[config.mk]
export PLATFORM = sky130hd
export DESIGN_NAME = alu_result_stage
export DESIGN_NICKNAME = d
export VERILOG_FILES = /design/src/rtl/alu_result_stage.sv
export SDC_FILE = /design/constraint.sdc
export NUM_CORES = 1
export LEC_CHECK = 0
export CORE_AREA = 2 2 99 101
export DETAILED_ROUTE_END_ITERATION = 16
export DIE_AREA = 0 0 101 103
export REMOVE_ABC_BUFFERS = 1
export SYNTH_ARGS = -nofsm -noshare
export SYNTH_HDL_FRONTEND = slang
export SYNTH_SLANG_ARGS = --single-unit
export TNS_END_PERCENT = 50
[constraint.sdc]
create_clock -name clk -period 3.2 [get_ports clk]
set_input_delay 0.48 -clock clk [delete_from_list [all_inputs] [get_ports clk]]
set_output_delay 0.48 -clock clk [all_outputs]
set_load 0.01 [all_outputs]
[src/rtl/alu_result_stage.sv]
// Registered output stage behind the 4-bit ALU: a small FIFO of result + flags + opcode
// behind a valid/ready handshake, with sticky carry/overflow status and a saturating op counter.
module alu_result_stage #(
    parameter int DEPTH   = 2,
    parameter int COUNT_W = 8
) (
    input  logic               clk,
    input  logic               rst_n,
    input  logic               in_valid,
    output logic               in_ready,
    input  logic [2:0]         in_op,
    input  logic [3:0]         in_result,
    input  logic               in_cout,
    input  logic               in_overflow,
    input  logic               in_zero,
    input  logic               in_set,
    output logic               out_valid,
    input  logic               out_ready,
    output logic [2:0]         out_op,
    output logic [3:0]         out_result,
    output logic [3:0]         out_flags,
    output logic               sticky_ovf,
    output logic               sticky_cout,
    input  logic               clear_sticky,
    output logic [COUNT_W-1:0] op_count
);

    localparam int PTR_W   = (DEPTH > 1) ? $clog2(DEPTH) : 1;
    localparam int OCC_W   = PTR_W + 1;
    localparam int ENTRY_W = 11;
    localparam logic [OCC_W-1:0]   DEPTH_OCC = OCC_W'(DEPTH);
    localparam logic [COUNT_W-1:0] COUNT_MAX = '1;

    // Carry and overflow only mean something for ADD/SUB (op[1:0] == 2'b10).
    function automatic logic [3:0] mask_flags(input logic [2:0] op, input logic cout,
                                              input logic ovf, input logic zero,
                                              input logic set);
        logic arith;
        arith = (op[1:0] == 2'b10);
        return {cout & arith, ovf & arith, zero, set};
    endfunction

    function automatic logic [COUNT_W-1:0] sat_inc(input logic [COUNT_W-1:0] v);
        return (v == COUNT_MAX) ? v : v + COUNT_W'(1);
    endfunction

    logic [ENTRY_W-1:0] mem_q [DEPTH];
    logic [ENTRY_W-1:0] mem_d [DEPTH];
    logic [PTR_W-1:0]   wr_ptr_q, wr_ptr_d;
    logic [PTR_W-1:0]   rd_ptr_q, rd_ptr_d;
    logic [OCC_W-1:0]   occ_q, occ_d;
    logic               in_ready_q, in_ready_d;
    logic               out_valid_q, out_valid_d;
    logic [2:0]         out_op_q, out_op_d;
    logic [3:0]         out_result_q, out_result_d;
    logic [3:0]         out_flags_q, out_flags_d;
    logic               sticky_ovf_q, sticky_ovf_d;
    logic               sticky_cout_q, sticky_cout_d;
    logic [COUNT_W-1:0] op_count_q, op_count_d;

    logic               push;
    logic               pop;
    logic               arith;
    logic [ENTRY_W-1:0] in_entry;
    logic [ENTRY_W-1:0] head_entry;

    assign push     = in_valid & in_ready_q;
    assign pop      = out_valid_q & out_ready;
    assign arith    = (in_op[1:0] == 2'b10);
    assign in_entry = {in_op, in_result, mask_flags(in_op, in_cout, in_overflow, in_zero, in_set)};

    always_comb begin
        mem_d = mem_q;
        if (push) begin
            mem_d[wr_ptr_q] = in_entry;
        end

        wr_ptr_d = push ? wr_ptr_q + PTR_W'(1) : wr_ptr_q;
        rd_ptr_d = pop  ? rd_ptr_q + PTR_W'(1) : rd_ptr_q;

        occ_d = occ_q;
        case ({push, pop})
            2'b10:   occ_d = occ_q + OCC_W'(1);
            2'b01:   occ_d = occ_q - OCC_W'(1);
            default: occ_d = occ_q;
        endcase

        in_ready_d  = (occ_d < DEPTH_OCC);
        out_valid_d = (occ_d != '0);

        // The next head is being written this very edge when the queue drains to the new entry.
        head_entry = (push && (wr_ptr_q == rd_ptr_d)) ? in_entry : mem_q[rd_ptr_d];

        out_op_d     = out_op_q;
        out_result_d = out_result_q;
        out_flags_d  = out_flags_q;
        if (occ_d != '0) begin
            out_op_d     = head_entry[10:8];
            out_result_d = head_entry[7:4];
            out_flags_d  = head_entry[3:0];
        end

        // A setting event in the same cycle as a clear wins.
        sticky_ovf_d  = (sticky_ovf_q  & ~clear_sticky) | (push & arith & in_overflow);
        sticky_cout_d = (sticky_cout_q & ~clear_sticky) | (push & arith & in_cout);

        op_count_d = push ? sat_inc(op_count_q) : op_count_q;
    end

    always_ff @(posedge clk) begin
        mem_q <= mem_d;
        if (!rst_n) begin
            wr_ptr_q      <= '0;
            rd_ptr_q      <= '0;
            occ_q         <= '0;
            in_ready_q    <= 1'b1;
            out_valid_q   <= 1'b0;
            out_op_q      <= '0;
            out_result_q  <= '0;
            out_flags_q   <= '0;
            sticky_ovf_q  <= 1'b0;
            sticky_cout_q <= 1'b0;
            op_count_q    <= '0;
        end else begin
            wr_ptr_q      <= wr_ptr_d;
            rd_ptr_q      <= rd_ptr_d;
            occ_q         <= occ_d;
            in_ready_q    <= in_ready_d;
            out_valid_q   <= out_valid_d;
            out_op_q      <= out_op_d;
            out_result_q  <= out_result_d;
            out_flags_q   <= out_flags_d;
            sticky_ovf_q  <= sticky_ovf_d;
            sticky_cout_q <= sticky_cout_d;
            op_count_q    <= op_count_d;
        end
    end

    assign in_ready    = in_ready_q;
    assign out_valid   = out_valid_q;
    assign out_op      = out_op_q;
    assign out_result  = out_result_q;
    assign out_flags   = out_flags_q;
    assign sticky_ovf  = sticky_ovf_q;
    assign sticky_cout = sticky_cout_q;
    assign op_count    = op_count_q;

endmodule

Word-level counts from Yosys, hierarchy flattened --
Index checks and enable logic that the tools add are counted.
Operators by class: $add $sub $neg 5, equality and inequality tests 5, reduce and logical (&&, ||, !) cells 4, order comparisons 4, multiplexer cells 9, bitwise gates (word level) 15
Operators with widths (count):
- 11-bit two-way mux | 5
- 22-bit bitwise mux | 1
- 11-bit demux with 1-bit select | 1
- 1-bit AND | 9
- 8-bit by 1-bit adder with 8-bit output (second input constant) | 1
- 8-bit equality test (second input constant) | 1
- 2-bit equality test (second input constant) | 2
- 2-bit greater-or-equal comparator (second input constant) | 2
- 1-bit NOT with 2-bit output | 2
- 2-bit one-hot mux with 2 select lines | 1
- 1-bit adder (second input constant) | 2
- 2-bit by 1-bit adder with 2-bit output (second input constant) | 1
- 2-bit by 1-bit equality test with 1-bit output (second input constant) | 1
- 1-bit logical AND | 2
- 2-bit by 1-bit less-than comparator with 1-bit output (second input constant) | 1
- 2-bit less-than comparator (second input constant) | 1
- 1-bit NOT | 2
- 1-bit bitwise OR | 2
- 2-bit AND reduction | 1
- 2-bit nonzero test | 1
- 2-bit by 1-bit subtractor with 2-bit output (second input constant) | 1
- 1-bit equality test | 1
- 1-bit two-way mux | 1
Storage, ports and cells: output and inout port bits 23, word-level logic and storage cells 55, bits of input ports 16, register bits 49

Depth between registers and ports, before layout --
Gate-level depths: netlist (run 1).
depth in word-level cells 7, depth in mapped cells 9, gate-level depth less buffers 7

Least setup slack after synthesis (run 1) --
No wires, ideal clock.
path type input -> register, start point in in_valid, end point reg out_flags_q[1] (netlist: out_flags[1]), stages on the path 9, buffers on the path 2, required time 3.083 ns, data arrival time 1.883 ns, slack 1.200 ns, library setup time 0.117 ns, cell sequence and2_4 -> buf_8 -> inv_4 -> ha_1 -> nor3b_1 -> a31oi_1 -> and2_1 -> buf_2 -> a32o_2
Between the ends: cells in the longest elaborated chain, start to end 4, elaborated cells between the ends (all ways) 7, those cells by class eq/ne (2); mux (2); bitwise (1); reduce/logical (2)
RTL lines:
- start: declaration | RTL line 9 | input logic in_valid,
- 1-bit AND (*) | RTL line 67 | assign push = in_valid & in_ready_q;
- 2-bit by 1-bit equality test with 1-bit output / 2-bit equality test (equally long branches) | RTL line 82 | case ({push, pop})
- 2-bit one-hot mux with 2 select lines | RTL line 82
- 2-bit nonzero test | RTL line 97 | if (occ_d != '0) begin
- end signal: assignment | RTL line 132 | out_flags_q <= out_flags_d;
- end: declaration | RTL line 56 | logic [3:0] out_flags_q, out_flags_d;
Every way passes the cells marked *; elsewhere a longest branch is shown, timed or not. A chain may end at the register's enable or synchronous reset.

Final worst setup path (run 1) --
start point in out_ready, end point reg out_flags_q[0] (netlist: out_flags[0])
Between the ends: cells in the longest elaborated chain, start to end 7, elaborated cells between the ends (all ways) 13, those cells by class eq/ne (3); mux (6); bitwise (2); reduce/logical (2)
RTL lines:
- start: declaration | RTL line 18 | input logic out_ready,
- 1-bit AND (*) | RTL line 68 | assign pop = out_valid_q & out_ready;
- 1-bit two-way mux | RTL line 79 | rd_ptr_d = pop ? rd_ptr_q + PTR_W'(1) : rd_ptr_q;
- 1-bit NOT with 2-bit output (not written as such) | RTL line 92 | head_entry = (push && (wr_ptr_q == rd_ptr_d)) ? in_entry : mem_q[rd_ptr_d];
- 11-bit two-way mux (not written as such) (3 in series) | RTL line 92
- 11-bit two-way mux | RTL line 92
Every way passes the cells marked *; elsewhere a longest branch is shown, timed or not. The select of a mux whose other input is x is not followed.

==> impl_metrics.tcl, run 1 <==
set metrics [dict create \
    vdd_drop_max_mv 0.220 \
    hold_viol 0 \
    vias_per_cell 4.72 \
    cp_top_family "simple AND/OR/NAND/NOR gates" \
    antenna_cells 0 \
    drc 0 \
    finalCriticalPeriod_ns 2.43 \
    synth.top_cell.area_share_pct 30.2 \
    gp_congestion 0.694 \
    antenna_found_initial 0 \
    gr-total-overflow 0 \
    hold_buffers 0 \
    hpwl_um 3480 \
    yosysMostFrequentCell "dfxtp_1" \
    cp-end-kind "register" \
    fin_skew_ns 0.00861 \
    synth_area_leaders "edfxtp_1 (30%), dfxtp_1 (25%), nand3_2 (4.6%), nand3_1 (3.9%), o22ai_1 (3.7%)" \
    clock_sinks 49 \
    fp.coreArea_um2 9460 \
    critPathRequiredTime_ns 3.45 \
    grt_start_max_net_pins 23 \
    fin_cells 341 \
    max_stage_delay_ns 0.69 \
    busiest_layer "met2" \
    start_kind "primary input" \
    grt_pass1_vias 1610 \
    relSlewSlack_pct 25.4 \
    critical_path_class "in2reg" \
    fin_tns_setup_ns 0 \
    vias 1611 \
    htreeDepth 2 \
    post_cts_buffers 0 \
    drive_gt1_share_pct 14.5 \
    leakage_uw 0.00101 \
    numCtsBuffers 5 \
    synth-edff-count 22 \
    drv_cap 0 \
    post_dp_cell_area_um2 2680 \
    cts-resized-gates 0 \
    min_period_over_period_pct 76.0 \
    portBuffers 38 \
    yosys-top-cells-count "dfxtp_1 (27), edfxtp_1 (22), nand3_1 (17)" \
    cts_tree "yes" \
    wl_per_cell_um 15.2 \
    layout-area-overhead-vs-synth_pct 26.4 \
    dr.first_iter.drc_count 70 \
    slew_violations 0 \
    syn_area_um2 2190 \
    die_x_um 101 \
    ys_types 42 \
    tightest_slew_ns 1.12 \
    cp_num_buf_inv 1 \
    pin_count 39 \
    clk_pin_slew_ns 0.10 \
    use_met2_pct 17.0 \
    ys.warnings.count 0 \
    cts.path.max_buffers 2 \
    route.antenna.remaining_nets 0 \
    first_pass_iters 4 \
    power_uw 2120 \
    std_cell_rows 36 \
    crit_chain "clkdlybuf4s50_1 > and2_1 > ha_1 > nor3b_1 > a31oi_1 > nor2b_1 > a32o_1" \
    synth_ff_type "dfxtp_1" \
    rsz0062_at_grt "false" \
    dp_cells 333 \
    run_status "complete, no violations" \
    synthArstFlopShare_pct 0 \
    met1_usage_pct 13.0 \
    synthCells 188 \
    track_usage_pct 10.2 \
    holdWs_ns 0.486 \
    min_path_type "reg2reg" \
    crit_arrival_ns 2.68 \
    synth_seq_area_share_pct 54.8 \
    yosysTopAreaCell "edfxtp_1" \
    path_max_fanout 11 \
    wirelength_um 5180 \
    clock.fmax_ghz 0.411 \
    final-setup-viol-count 0 \
    num-nets-final 244 \
    initial_utilization_pct 23.2 \
    die-area_um2 10400 \
    die_h_um 103 \
    slowest_stage "nor2b_1" \
    insertion_delay_ns 0.30 \
    grt_first_pass_wirelength_um 8340 \
    ys_seq_elements 49 \
    pwr_density_cell_nw_per_um2 764 \
    synth.avg_cell_area_um2 11.7 \
    stdcell_area_um2 2770 \
    cts_root_buffer "clkbuf_8" \
    grt_util_met3_pct 2.98 \
]
## per-layer routing
layer / vias up / wire (um)
met2: 48 / 2480
met5: - / 0
met4: 0 / 43
met3: 4 / 373
li1: 788 / -
met1: 771 / 2290
## cells by family after synthesis
kind of cell	after synthesis	synth area share [%]
compound gates	36	13.5
xor+xnor	10	4.00
fa+ha+maj	2	1.14
buf+inv	18	4.40
flops	49	54.8
mux	2	0.914
simple gates	71	21.2
## state kept, by name, summed over array words and instances (netlist names)
signal       count
occ_q            2
in_ready         1
out_result       4
out_valid        1
out_flags        4
mem_q           22
rd_ptr_q         1
out_op           3
sticky_cout      1
op_count         8
wr_ptr_q         1
sticky_ovf       1
## power breakdown
group / internal (uW) / total [uW] / switching, uW
clock: 156 / 375 / 220
sequential: 806 / 896 / 90.0
combinational: 404 / 843 / 439
total: 1370 / 2120 / 749
## layout make-up
type	instances	area (um^2)
Fill cell	991	6690
Sequential cell	49	1200
Multi-Input combinational cell	121	893
Timing Repair Buffer	43	418
Tap cell	114	143
Clock buffer	5	68.8
Inverter	6	25.0
Clock inverter	3	21.3
## layout by cell type (no fill, tap or decap), types with 4 or more instances in the layout
cell type,count
dfxtp_1,27
nor2b_1,4
nand3_1,17
clkbuf_8,5
nand2_1,6
o22ai_1,13
inv_1,5
a32o_2,5
a32o_1,6
and2_1,9
buf_4,5
nand3b_1,10
xnor2_1,8
nand3_2,10
edfxtp_1,22
clkdlybuf4s50_1,38
## final timing paths
kind	cells past startpoint	to	startpoint	slack (ns)
worst max register to register	4	out_flags[0]$_SDFFE_PN0P_	rd_ptr_q$_SDFF_PN0_	1.01
worst max-delay path	7	out_flags[0]$_SDFFE_PN0P_	out_ready	0.77
worst min-delay path	1	out_result[3]$_SDFFE_PN0P_	out_result[3]$_SDFFE_PN0P_	0.49
worst min register to register	1	out_result[3]$_SDFFE_PN0P_	out_result[3]$_SDFFE_PN0P_	0.49
## per-stage QoR
step	worst slack (ns)	util (%)
2_1_floorplan	1.21	-
3_3_place_gp	0.464	28.3
3_5_place_dp	0.417	28.3
4_1_cts	0.729	29.3
5_1_grt	0.521	29.3
6_report	0.768	29.3
No activity file was read; power rests on OpenSTA's default activity.
==> inputs of run 2 (changes only) <==
==> constraint.sdc (replaced) <==
create_clock -name clk -period 2.4 [get_ports clk]
set_input_delay 0.36 -clock clk [delete_from_list [all_inputs] [get_ports clk]]
set_output_delay 0.36 -clock clk [all_outputs]
set_load 0.01 [all_outputs]
==> impl_metrics.tcl, run 2 (synthesized netlist as in run 1, its figures left out) <==
set metrics [dict create \
    multi_input_area_um2 896 \
    min_period_over_period_pct 83.1 \
    dp_cells 343 \
    path_max_fanout 11 \
    first_pass_iters 4 \
    drv_cap 0 \
    grt_first_pass_wirelength_um 8510 \
    hpwl_um 3630 \
    std_cell_rows 36 \
    wl_per_cell_um 15.3 \
    cts.path.max_buffers 2 \
    crit_chain "clkdlybuf4s50_1 > and2_4 > inv_4 > ha_1 > nor3b_1 > a31oi_1 > nor2b_2 > a32o_2" \
    regMostFlops "mem_q" \
    layout_commonest_cell "clkdlybuf4s50_1" \
    layout-area-overhead-vs-synth_pct 30.3 \
    max_stage_delay_ns 0.48 \
    grt_start_max_net_pins 23 \
    vdd_drop_max_mv 0.321 \
    gp_congestion 0.720 \
    clk_pin_slew_ns 0.10 \
    drc 0 \
    slowest_stage "clkdlybuf4s50_1" \
    min_path_type "reg2reg" \
    seq_area_um2 1200 \
    swShare_pct 34.6 \
    start_kind "primary input" \
    fp.coreArea_um2 9460 \
    post_cts_buffers 0 \
    crit_arrival_ns 2.24 \
    cts_tree "yes" \
    clockPowerShare_pct 17.6 \
    clock.fmax_ghz 0.501 \
    run_status "complete, no violations" \
    die_x_um 101 \
    wirelength_um 5360 \
    num-nets-final 254 \
    vias 1673 \
    holdWs_ns 0.483 \
    dr.first_iter.drc_count 44 \
    die-area_um2 10400 \
    leakage_uw 0.00107 \
    switchingPower_uw 1010 \
    finalCriticalPeriod_ns 1.99 \
    tightest_slew_ns 0.521 \
    cts_root_buffer "clkbuf_8" \
    fin_cells 351 \
    htreeDepth 2 \
    power_frac_seq_pct 41.0 \
    final-setup-viol-count 0 \
    die_h_um 103 \
    finish.utilization_pct 30.2 \
    route.antenna.remaining_nets 0 \
    track_usage_pct 10.7 \
    gr-total-overflow 0 \
    grt_pass1_vias 1662 \
    pwr-share-comb_pct 41.4 \
    antenna_found_initial 0 \
    final_cell_mix "clkdlybuf4s50_1 (38), dfxtp_1 (27), edfxtp_1 (22), nand3_1 (17), buf_4 (15)" \
    relSlewSlack_pct 65.1 \
    portBuffers 38 \
    hold_viol 0 \
    initial_utilization_pct 23.2 \
    clock_sinks 49 \
    largest_reg_flops 22 \
    numCtsBuffers 5 \
    fin_skew_ns 0.0121 \
    pin_count 39 \
    rsz0062_at_grt "false" \
    intPower_uw 1910 \
    insertion_delay_ns 0.31 \
    critPathRequiredTime_ns 2.65 \
    vias_per_cell 4.77 \
    critical_path_class "in2reg" \
    antenna_cells 0 \
    pwr_density_cell_nw_per_um2 1020 \
    drive_gt1_share_pct 18.6 \
    slew_violations 0 \
    cp-end-kind "register" \
    fillers 999 \
    fin_tns_setup_ns 0 \
]
[run 2: changes by cell type in the layout (fill, tap and decap cells not counted)]
cell / change
buf_4: +10
clkbuf_8: +1
clkinv_4: +1
clkinvlp_4: -1
inv_6: -1
nor2b_1: -1
nor2b_2: +1
[run 2: power by group through the flow]
stage | clock network [uW] | registers (uW) | logic (uW)
floorplan | 0 | 1230 | 665
global placement | 0 | 1220 | 1190
detailed placement | 0 | 1220 | 1220
CTS | 535 | 1200 | 1220
global route | 572 | 1220 | 1330
finish | 513 | 1200 | 1210
[run 2: what timing repair did]
item / in CTS / in global routing
endpoints found under the hold margin: 0 / 0
hold buffers: 0 / 0
endpoints found under the setup margin: 0 / 11
gates resized for setup: 0 / 1
[run 2: final cells by class]
class	count	area share, %
Inverter	6	0.877
Tap cell	114	5.00
Clock inverter	2	0.482
Timing Repair Buffer	53	17.3
Multi-Input combinational cell	121	31.4
Sequential cell	49	42.1
Clock buffer	6	2.89
[run 2: path summary, 6_finish.rpt]
check / startpoint / to / slack (ns) / depth (start not counted)
worst max-delay path: in_valid / out_result[1]$_SDFFE_PN0P_ / 0.41 / 8
worst min-delay path: out_result[3]$_SDFFE_PN0P_ / out_result[3]$_SDFFE_PN0P_ / 0.48 / 1
worst max register to register: out_valid$_SDFF_PN0_ / out_result[1]$_SDFFE_PN0P_ / 0.58 / 6
worst min register to register: out_result[3]$_SDFFE_PN0P_ / out_result[3]$_SDFFE_PN0P_ / 0.48 / 1
[run 2: per-layer routing]
| layer | part of all wire [%] | up-vias | GRT usage (%) | routed length (um) |
|---|---|---|---|---|
| met5 | 0 | - | 0 | 0 |
| li1 | - | 809 | - | - |
| met2 | 48 | 49 | 18.2 | 2570 |
| met3 | 7.2 | 8 | 3.53 | 386 |
| met4 | 1.1 | 0 | 3.85 | 59 |
| met1 | 44 | 807 | 12.8 | 2350 |
[run 2: stage by stage]
step	cell area (um^2)	setup slack (ns)	total power [uW]
6_report	2850	0.406	2920
3_3_place_gp	2760	-0.180	2410
2_1_floorplan	2120	0.490	1890
3_5_place_dp	2760	-0.225	2440
5_1_grt	2850	0.264	3120
4_1_cts	2850	0.0953	2960
[run 2: worst max-delay path, delay by kind of cell]
family          cells  cell delay, ns
simple gates        3            0.80
compound gates      2            0.28
buf+inv             2            0.51
fa+ha+maj           1            0.29
==> inputs of run 3 (changes only) <==
==> constraint.sdc (replaced) <==
create_clock -name clk -period 2 [get_ports clk]
set_input_delay 0.3 -clock clk [delete_from_list [all_inputs] [get_ports clk]]
set_output_delay 0.3 -clock clk [all_outputs]
set_load 0.01 [all_outputs]
==> impl_metrics.tcl, run 3 (synthesized netlist as in run 1, its figures left out) <==
set metrics [dict create \
    hold_buffers 0 \
    fillers 978 \
    fp.coreArea_um2 9460 \
    slew_violations 0 \
    hold_depth 1 \
    route.antenna.remaining_nets 0 \
    min_period_over_period_pct 96.0 \
    post_cts_buffers 0 \
    antenna_cells 0 \
    die-area_um2 10400 \
    seq_area_um2 1200 \
    run_status "complete, no violations" \
    dr.first_iter.drc_count 59 \
    die_x_um 101 \
    drive_gt1_share_pct 20.0 \
    final_cell_mix "clkdlybuf4s50_1 (38), dfxtp_1 (27), edfxtp_1 (22), nand3_1 (17), buf_4 (16)" \
    pin_count 39 \
    portBuffers 38 \
    largest_reg_flops 22 \
    cts_root_buffer "clkbuf_8" \
    setup.worst_path.start "in_valid" \
    num-nets-final 257 \
    hpwl_um 3560 \
    final-setup-viol-count 0 \
    finish.utilization_pct 30.6 \
    antenna_found_initial 0 \
    layout-area-overhead-vs-synth_pct 32.3 \
    regToRegStartpoint "in_ready$_SDFF_PN1_" \
    clockPowerShare_pct 16.6 \
    numCtsBuffers 5 \
    drc 0 \
    relSlewSlack_pct 78.3 \
    multi_input_area_um2 912 \
    wirelength_um 5180 \
    power_frac_seq_pct 40.5 \
    gr-total-overflow 0 \
    clk_pin_slew_ns 0.09 \
    place_ws_ns -0.562 \
    grt_first_pass_wirelength_um 8180 \
    switchingPower_uw 1220 \
    cts.path.max_buffers 2 \
    wl_per_cell_um 14.6 \
    cp-endpoint "out_op[1]$_SDFFE_PN0P_" \
    timing.rr.end "out_op[1]$_SDFFE_PN0P_" \
    rr_worst_depth 8 \
    clock_sinks 49 \
    grt_pass1_vias 1592 \
    crit_arrival_ns 2.11 \
    critPathRequiredTime_ns 2.19 \
    finalCriticalPeriod_ns 1.92 \
    tightest_slew_ns 0.324 \
    start_kind "primary input" \
    min_path_type "reg2reg" \
    ff2ff_setup_slack_ns 0.21 \
    htreeDepth 2 \
    first_pass_iters 4 \
    pwr_density_cell_nw_per_um2 1220 \
    leakage_uw 0.00109 \
    critical_path_class "in2reg" \
    track_usage_pct 10.1 \
    regMostFlops "mem_q" \
    cts_tree "yes" \
    fin_skew_ns 0.00953 \
    insertion_delay_ns 0.30 \
    vias_per_cell 4.73 \
    rsz0062_at_grt "false" \
    layout_commonest_cell "clkdlybuf4s50_1" \
    pwr-share-comb_pct 42.9 \
    holdWs_ns 0.479 \
    die_h_um 103 \
    intPower_uw 2310 \
    clock.fmax_ghz 0.521 \
    vias 1674 \
    gp_congestion 0.736 \
    path_max_fanout 4 \
    hold_viol 0 \
    swShare_pct 34.5 \
    setup_ws_ns 0.0801 \
    cp-end-kind "register" \
    drv_cap 0 \
    std_cell_rows 36 \
    grt_start_max_net_pins 23 \
    vdd_drop_max_mv 0.321 \
    initial_utilization_pct 23.2 \
]
-- run 3: worst max-delay path, cell delays in order --
cell	delay (ns)
clkdlybuf4s50_1	0.47
and2_4	0.16
inv_4	0.03
ha_1	0.29
nor3b_2	0.19
a31oi_2	0.07
and2_1	0.19
buf_4	0.15
a32o_2	0.25
-- run 3: area by class of cell --
type | instances | area share [%]
clock inverters | 2 | 0.475
inverters | 6 | 0.863
flip-flops and latches | 49 | 41.4
repair buffers | 56 | 18.3
multi-input cells | 121 | 31.5
clock buffers | 6 | 2.50
well taps | 114 | 4.92
-- run 3: what timing repair did --
| item | 4_1_cts | 5_1_grt |
|---|---|---|
| pin swaps | 0 | 1 |
| resized for setup | 1 | 4 |
| endpoints found under the setup margin | 11 | 11 |
-- run 3: per-stage QoR --
| stage | cells | power [uW] | instance area (um^2) | setup TNS (ns) |
|---|---|---|---|---|
| 6_report | 354 | 3530 | 2900 | 0 |
| 3_5_place_dp | 346 | 2950 | 2790 | -6.00 |
| 3_3_place_gp | 346 | 2920 | 2790 | -5.59 |
| 2_1_floorplan | 176 | 2270 | 2120 | 0 |
| 5_1_grt | 354 | 3760 | 2900 | 0 |
| 4_1_cts | 354 | 3550 | 2880 | 0 |
-- run 3: worst min-delay path by stage --
stage | startpoint | to
6_report | out_op[2]$_SDFFE_PN0P_ | out_op[2]$_SDFFE_PN0P_
4_1_cts | out_op[2]$_SDFFE_PN0P_ | out_op[2]$_SDFFE_PN0P_
3_3_place_gp | out_result[3]$_SDFFE_PN0P_ | out_result[3]$_SDFFE_PN0P_
3_5_place_dp | out_op[2]$_SDFFE_PN0P_ | out_op[2]$_SDFFE_PN0P_
5_1_grt | out_result[1]$_SDFFE_PN0P_ | out_result[1]$_SDFFE_PN0P_
2_1_floorplan | rst_n | in_ready$_SDFF_PN1_
-- run 3: power by group through the flow --
stage	clock [uW]	combinational (uW)	sequential, uW
detailed placement	0	1490	1450
global route	647	1650	1460
CTS	613	1500	1430
floorplan	0	798	1470
finish	586	1520	1430
global placement	0	1470	1450
-- run 3: layer usage --
layer | global-route usage (%) | share of wire, % | vias to the layer above
met1 | 12.8 | 44 | 802
met2 | 16.7 | 47 | 60
met5 | 0 | 0 | -
met4 | 2.49 | 0.33 | 0
met3 | 3.46 | 8.2 | 2
li1 | - | - | 810
